===== config.mk =====
export PLATFORM = sky130hd
export DESIGN_NAME = spram_arbiter_flat
export DESIGN_NICKNAME = d
export VERILOG_FILES = /design/src/rtl/spram_pkg.sv /design/src/rtl/spram_arbiter_if.sv /design/src/rtl/spram_arbiter_rr_arb2.sv /design/src/rtl/spram_arbiter.sv /design/src/flat_wrapper.sv
export SDC_FILE = /design/constraint.sdc
export NUM_CORES = 1
export LEC_CHECK = 0
export BUFFER_PORTS_ARGS = -buffer_cell sky130_fd_sc_hd__buf_2
export CAP_MARGIN = 40
export CORE_UTILIZATION = 40
export DETAILED_ROUTE_END_ITERATION = 7
export PLACE_DENSITY = 0.76
export SLEW_MARGIN = 10
export SYNTH_ARGS = -nofsm -noshare
export SYNTH_HDL_FRONTEND = slang
export SYNTH_SLANG_ARGS = --single-unit

===== constraint.sdc =====
create_clock -name clk -period 4.9 [get_ports clk]
set_input_delay 0 -clock clk [delete_from_list [all_inputs] [get_ports clk]]
set_output_delay 0 -clock clk [all_outputs]
set_load 0.02 [all_outputs]

===== src/rtl/spram_pkg.sv =====
// Shared types for the two-requester single-port RAM arbiter.
package spram_pkg;
  localparam int DEF_DATA_W = 8;
  localparam int DEF_ADDR_W = 3;

  typedef enum logic {
    IDLE   = 1'b0,
    LOCKED = 1'b1
  } lock_state_t;

  typedef struct packed {
    logic vld;
    logic id;
    logic wr;
  } rsp_tag_t;
endpackage


===== src/rtl/spram_arbiter_if.sv =====
// Requester-side command/response bundle; the master drives commands, the slave (arbiter) answers.
interface spram_arbiter_if
  import spram_pkg::*;
#(
  parameter int DATA_W = DEF_DATA_W,
  parameter int ADDR_W = DEF_ADDR_W
);
  logic [1:0]          req_valid;
  logic [1:0]          req_wr;
  logic [1:0]          req_lock;
  logic [2*ADDR_W-1:0] req_addr;
  logic [2*DATA_W-1:0] req_wdata;
  logic [1:0]          req_ready;
  logic [1:0]          rsp_valid;
  logic [DATA_W-1:0]   rsp_rdata;

  modport master (
    output req_valid, req_wr, req_lock, req_addr, req_wdata,
    input  req_ready, rsp_valid, rsp_rdata
  );

  modport slave (
    input  req_valid, req_wr, req_lock, req_addr, req_wdata,
    output req_ready, rsp_valid, rsp_rdata
  );
endinterface


===== src/rtl/spram_arbiter_rr_arb2.sv =====
// Combinational 2-way round-robin grant; 'hold' restricts the grant to the lock owner.
module rr_arb2 (
  input  logic [1:0] valid,
  input  logic       rr,
  input  logic       hold,
  input  logic       owner,
  output logic [1:0] grant
);
  always_comb begin
    grant = 2'b00;
    if (hold) begin
      grant[owner] = valid[owner];
    end else if (&valid) begin
      grant[rr] = 1'b1;
    end else begin
      grant = valid;
    end
  end
endmodule


===== src/rtl/spram_arbiter.sv =====
// Round-robin arbiter/sequencer for a single-port RAM: 2-cycle accept-to-response, one access per cycle.
// Requesters are back-pressured only by arbitration; responses cannot be stalled.
module spram_arbiter
  import spram_pkg::*;
#(
  parameter int DATA_W   = DEF_DATA_W,
  parameter int ADDR_W   = DEF_ADDR_W,
  parameter int MAX_LOCK = 4
) (
  input  logic              clk,
  input  logic              rst_n,
  spram_arbiter_if.slave    bus,
  output logic              ram_wr,
  output logic [ADDR_W-1:0] ram_select,
  output logic [DATA_W-1:0] ram_in,
  input  logic [DATA_W-1:0] ram_out
);
  localparam int               CNT_W   = $clog2(MAX_LOCK + 1);
  localparam logic [CNT_W-1:0] CNT_MAX = CNT_W'(MAX_LOCK);

  lock_state_t       state, state_nxt;
  logic              owner, owner_nxt;
  logic              rr, rr_nxt;
  logic [CNT_W-1:0]  lock_cnt, cnt_nxt;
  logic              hold;
  logic [1:0]        grant;
  logic              gnt_any, gnt_id, gnt_wr, gnt_lock;
  logic [ADDR_W-1:0] gnt_addr;
  logic [DATA_W-1:0] gnt_wdata;
  rsp_tag_t          s1, s2;

  assign hold = (state == LOCKED) && bus.req_valid[owner] && bus.req_lock[owner]
                && (lock_cnt < CNT_MAX);

  rr_arb2 u_arb (
    .valid (bus.req_valid),
    .rr    (rr),
    .hold  (hold),
    .owner (owner),
    .grant (grant)
  );

  assign bus.req_ready = rst_n ? grant : 2'b00;
  assign gnt_any   = |bus.req_ready;
  assign gnt_id    = bus.req_ready[1];
  assign gnt_wr    = bus.req_wr[gnt_id];
  assign gnt_lock  = bus.req_lock[gnt_id];
  assign gnt_addr  = gnt_id ? bus.req_addr[2*ADDR_W-1:ADDR_W]  : bus.req_addr[ADDR_W-1:0];
  assign gnt_wdata = gnt_id ? bus.req_wdata[2*DATA_W-1:DATA_W] : bus.req_wdata[DATA_W-1:0];

  always_ff @(posedge clk or negedge rst_n) begin
    if (!rst_n) begin
      state    <= IDLE;
      owner    <= 1'b0;
      rr       <= 1'b0;
      lock_cnt <= '0;
    end else begin
      state    <= state_nxt;
      owner    <= owner_nxt;
      rr       <= rr_nxt;
      lock_cnt <= cnt_nxt;
    end
  end

  always_comb begin
    state_nxt = state;
    owner_nxt = owner;
    rr_nxt    = rr;
    cnt_nxt   = lock_cnt;
    case (state)
      IDLE: begin
        if (gnt_any) begin
          rr_nxt = ~gnt_id;
          if (gnt_lock) begin
            state_nxt = LOCKED;
            owner_nxt = gnt_id;
            cnt_nxt   = CNT_W'(1);
          end
        end
      end
      LOCKED: begin
        if (hold) begin
          // Lock extensions leave rr untouched so the other side wins on release.
          if (gnt_any && lock_cnt != CNT_MAX) cnt_nxt = lock_cnt + CNT_W'(1);
        end else begin
          state_nxt = IDLE;
          cnt_nxt   = '0;
          rr_nxt    = gnt_any ? ~gnt_id : ~owner;
        end
      end
      default: state_nxt = IDLE;
    endcase
  end

  always_ff @(posedge clk or negedge rst_n) begin
    if (!rst_n) begin
      ram_wr     <= 1'b0;
      ram_select <= '0;
      ram_in     <= '0;
      s1         <= '0;
      s2         <= '0;
    end else begin
      ram_wr <= gnt_any & gnt_wr;
      if (gnt_any) begin
        ram_select <= gnt_addr;
        ram_in     <= gnt_wdata;
      end
      s1 <= '{vld: gnt_any, id: gnt_id, wr: gnt_any & gnt_wr};
      s2 <= s1;
    end
  end

  // RAM read data lands one edge after the command, aligned with s2.
  assign bus.rsp_valid = s2.vld ? (s2.id ? 2'b10 : 2'b01) : 2'b00;
  assign bus.rsp_rdata = (s2.vld && !s2.wr) ? ram_out : '0;
endmodule

===== src/flat_wrapper.sv =====
// flat-port wrapper written by rule: the top's interface ports become plain ports
module spram_arbiter_flat import spram_pkg::*;
#(
  parameter int DATA_W   = DEF_DATA_W,
  parameter int ADDR_W   = DEF_ADDR_W,
  parameter int MAX_LOCK = 4
)
  (clk, rst_n, ram_wr, ram_select, ram_in, ram_out, bus_req_valid, bus_req_wr, bus_req_lock, bus_req_addr, bus_req_wdata, bus_req_ready, bus_rsp_valid, bus_rsp_rdata);
  spram_arbiter_if #(.DATA_W(DATA_W), .ADDR_W(ADDR_W)) bus_i ();
  input  logic clk;
  input  logic rst_n;
  output logic ram_wr;
  output logic [ADDR_W-1:0] ram_select;
  output logic [DATA_W-1:0] ram_in;
  input  logic [DATA_W-1:0] ram_out;
  input wire logic [$bits(bus_i.req_valid)-1:0] bus_req_valid;
  input wire logic [$bits(bus_i.req_wr)-1:0] bus_req_wr;
  input wire logic [$bits(bus_i.req_lock)-1:0] bus_req_lock;
  input wire logic [$bits(bus_i.req_addr)-1:0] bus_req_addr;
  input wire logic [$bits(bus_i.req_wdata)-1:0] bus_req_wdata;
  output wire logic [$bits(bus_i.req_ready)-1:0] bus_req_ready;
  output wire logic [$bits(bus_i.rsp_valid)-1:0] bus_rsp_valid;
  output wire logic [$bits(bus_i.rsp_rdata)-1:0] bus_rsp_rdata;
  assign bus_i.req_valid = bus_req_valid;
  assign bus_i.req_wr = bus_req_wr;
  assign bus_i.req_lock = bus_req_lock;
  assign bus_i.req_addr = bus_req_addr;
  assign bus_i.req_wdata = bus_req_wdata;
  assign bus_req_ready = bus_i.req_ready;
  assign bus_rsp_valid = bus_i.rsp_valid;
  assign bus_rsp_rdata = bus_i.rsp_rdata;
  spram_arbiter #(.DATA_W(DATA_W), .ADDR_W(ADDR_W), .MAX_LOCK(MAX_LOCK)) u_core (.clk(clk), .rst_n(rst_n), .bus(bus_i), .ram_wr(ram_wr), .ram_select(ram_select), .ram_in(ram_in), .ram_out(ram_out));
endmodule

==> impl_metrics.ini <==
[outcome]
outcome = complete, but fails checks
failed_checks = design-rule violations

[clock_network]
cts.reportedPaths.clkPinSlew_ps = 140
cts_max_level = 1
cts_setup_buffers = 0
post_cts_resized = 0
clk_root_buffer_cell = sky130_fd_sc_hd__clkbuf_4
clkLatencyLatePin_ps = 320
clock_path_buffers = 2
cts_tree = done
cts_buffers = 3
cts.sinks = 23

[critical_path]
crit_type = flop to flop
critPathMaxFanout = 16
critPathCaptureType = flop
crit_buf_inv = 1
cells_along_the_critical_path = nand4b_4, nor2_4, a2bb2oi_4, mux2i_1, dlygate4sd3_1, nor2_1
crit_path_max_incr_delay_ps = 580
cpLargestDelayFamily = buffers and inverters
slowest_stage = sky130_fd_sc_hd__dlygate4sd3_1
crit_arrival_ps = 2420
critPathLaunchType = flop
worst_ep_required_time_ps = 5090

[finish]
num_antenna_cells = 0
finish.cell_count_without_fillers = 213
nNetsFinal = 223
drive_gt1_frac = 0.445
multiInputGateArea_um2 = 558
area.growth.synth_to_final_pct = 40.3
commonest_cells_after_routing_fill_and_taps_aside = sky130_fd_sc_hd__buf_2, sky130_fd_sc_hd__dfrtp_1, sky130_fd_sc_hd__dlygate4sd3_1, sky130_fd_sc_hd__and2_1, sky130_fd_sc_hd__a221o_1
filler_cell_count = 231
final_area_um2 = 1680
layout.cells.most_common = sky130_fd_sc_hd__buf_2
layout.area.seq_um2 = 576

[die]
chipWidth_um = 56.7
pin_count = 62
core_um2 = 2810
overall_die_height_um = 56.7
start_util = 0.427
total_die_area_um2 = 3220
rows = 19

[route]
ant_nets = 0
initial_detailed_routing_violation_count = 55
router_iterations_before_antenna_repair = 7
total_via_count_in_the_routed_design = 1114
wire_per_inst_um = 14.7
drcViolationCount = 19
finalWirelength_um = 3140
routed_via_density = 5.23

[sta]
slew_headroom = 0.505
maxClockFrequency_mhz = 448
timing.hold.ws_ps = 15.9
rsz0062_at_grt = no
final.period_utilization = 0.455
number_of_failing_setup_endpoints_in_the_final_timing_report = 0
timing_hold_violations_final = 0
drv_slew = 0
post-route-min-period_ps = 2230
timing_worst_slew_pin_value_ps = 743
finalClockSkew_ps = 6.42
fin_setup_tns_ps = 0

[logic_synthesis]
synth_cell_type_count = 35
synthesis.area_per_instance_um2 = 11.2
mappedNetlistNets = 147
ys_ff_latch = 23
syn-cell-area_um2 = 1200
ys.flop_type = sky130_fd_sc_hd__dfrtp_1
synth-seq-area-share = 0.480
postSynthCellCount = 107
synth_async_sr_flop_share = 1.00
yosys_warnings = 0
synth_edf_count = 0

[min_path]
min_path_type = input port to flop

[placed_design]
detailed_place.area_um2 = 1500
dp_cells = 194
gp_congestion = 0.848
portBuffers = 61
detailedPlacementHpwl_um = 2280

[pwr]
p_per_area_nw_per_um2 = 295
cellLeakagePower_nw = 0.895
p_total_mw = 0.495
worst_ir_drop_vdd_v = 0.000158

[grt]
globalRouteOverflowTotal = 0
first_global_vias = 1093
pin_count_of_the_biggest_net_entering_global_routing = 29
grt_pass1_wl_um = 4980
groute.usage.overall = 0.203
antenna_found_initial = 0

[job]
maxCapViolCount = 0
-- worst reg2reg max path, delay by kind of cell, from the launching register on --
family,cells,cell delay (ps)
DFF,1,550
buffers and inverters,1,580
muxes,1,220
AOI/OAI and AO/OA,1,350
and+or+nand+nor,3,400
-- what timing repair did --
item,in CTS,in global routing
endpoints found under the setup margin,0,0
endpoints found under the hold margin,36,0
hold buffers,15,0
-- sequential cells by signal (all words and copies together), names as in the netlist --
name,flops
u_core.ram_wr,1
u_core.s2,3
u_core.state,1
u_core.s1,2
u_core.lock_cnt,3
u_core.owner,1
u_core.rr,1
u_core.ram_in,8
u_core.ram_select,3
-- per-layer routing --
metal | wire length, µm | vias up | part of all wire | GRT usage
li1 | - | 540 | - | -
met1 | 1340 | 514 | 0.43 | 0.255
met2 | 1530 | 53 | 0.49 | 0.345
met3 | 234 | 7 | 0.075 | 0.0507
met4 | 34 | 0 | 0.011 | 0.0592
met5 | 0 | - | 0 | 0
-- cell families after synthesis --
kind of cell / count (synthesis) / synth area share
compound gates: 28 / 0.214
fa+ha+maj: 2 / 0.0209
buf+inv: 12 / 0.0543
flops: 23 / 0.480
mux: 2 / 0.0167
simple gates: 40 / 0.214
-- where the power goes --
part / internal (mW) / total [mW] / switching, mW
Clock: 0.0306 / 0.0913 / 0.0608
Combinational: 0.0732 / 0.162 / 0.0887
Sequential: 0.219 / 0.242 / 0.0228
Total: 0.323 / 0.495 / 0.172
-- cells in the mapped netlist, drive strengths merged, types with 2 or more instances --
cell type | count | area [µm²]
dfrtp | 23 | 576
a221o | 11 | 113
and3 | 11 | 73.8
and2 | 9 | 56.3
inv | 7 | 26.3
nand2 | 7 | 28.8
nor2 | 6 | 30.0
buf | 4 | 35.0
o21ai | 4 | 23.8
a21oi | 3 | 15.0
nand3 | 3 | 15.0
a2bb2oi | 2 | 35.0
ha | 2 | 25.0
mux2i | 2 | 20.0
nor2b | 2 | 12.5
-- worst paths after layout --
check	start	to	slack, ps	cells past startpoint
worst max-delay path	u_core.state$_DFF_PN0_	u_core.ram_wr$_DFF_PN0_	2670	6
worst min-delay path	bus_req_wdata[3]	u_core.ram_in[3]$_DFFE_PN0P_	20	3
worst max register to register	u_core.state$_DFF_PN0_	u_core.ram_wr$_DFF_PN0_	2670	6
worst min register to register	u_core.s1[1]$_DFF_PN0_	u_core.s2[1]$_DFF_PN0_	370	0
max in group asynchronous	rst_n	u_core.ram_select[0]$_DFFE_PN0P_	4270	2
min in group asynchronous	rst_n	u_core.s1[2]$_DFF_PN0_	230	2
-- per-stage QoR --
stage	setup slack, ps	util
finish	2670	0.599
global route	2510	0.599
CTS	2710	0.599
detailed placement	2940	0.536
global placement	3070	0.536
floorplan	3280	-
-- area by class of cell --
type | count | area share
multi-input combinational | 72 | 0.332
inverter | 7 | 0.0156
timing repair buffer | 76 | 0.271
clock inverter | 1 | 0.00298
clock buffer | 3 | 0.0134
sequential | 23 | 0.342
tap | 31 | 0.0231
No activity file was read; power rests on OpenSTA's default activity.
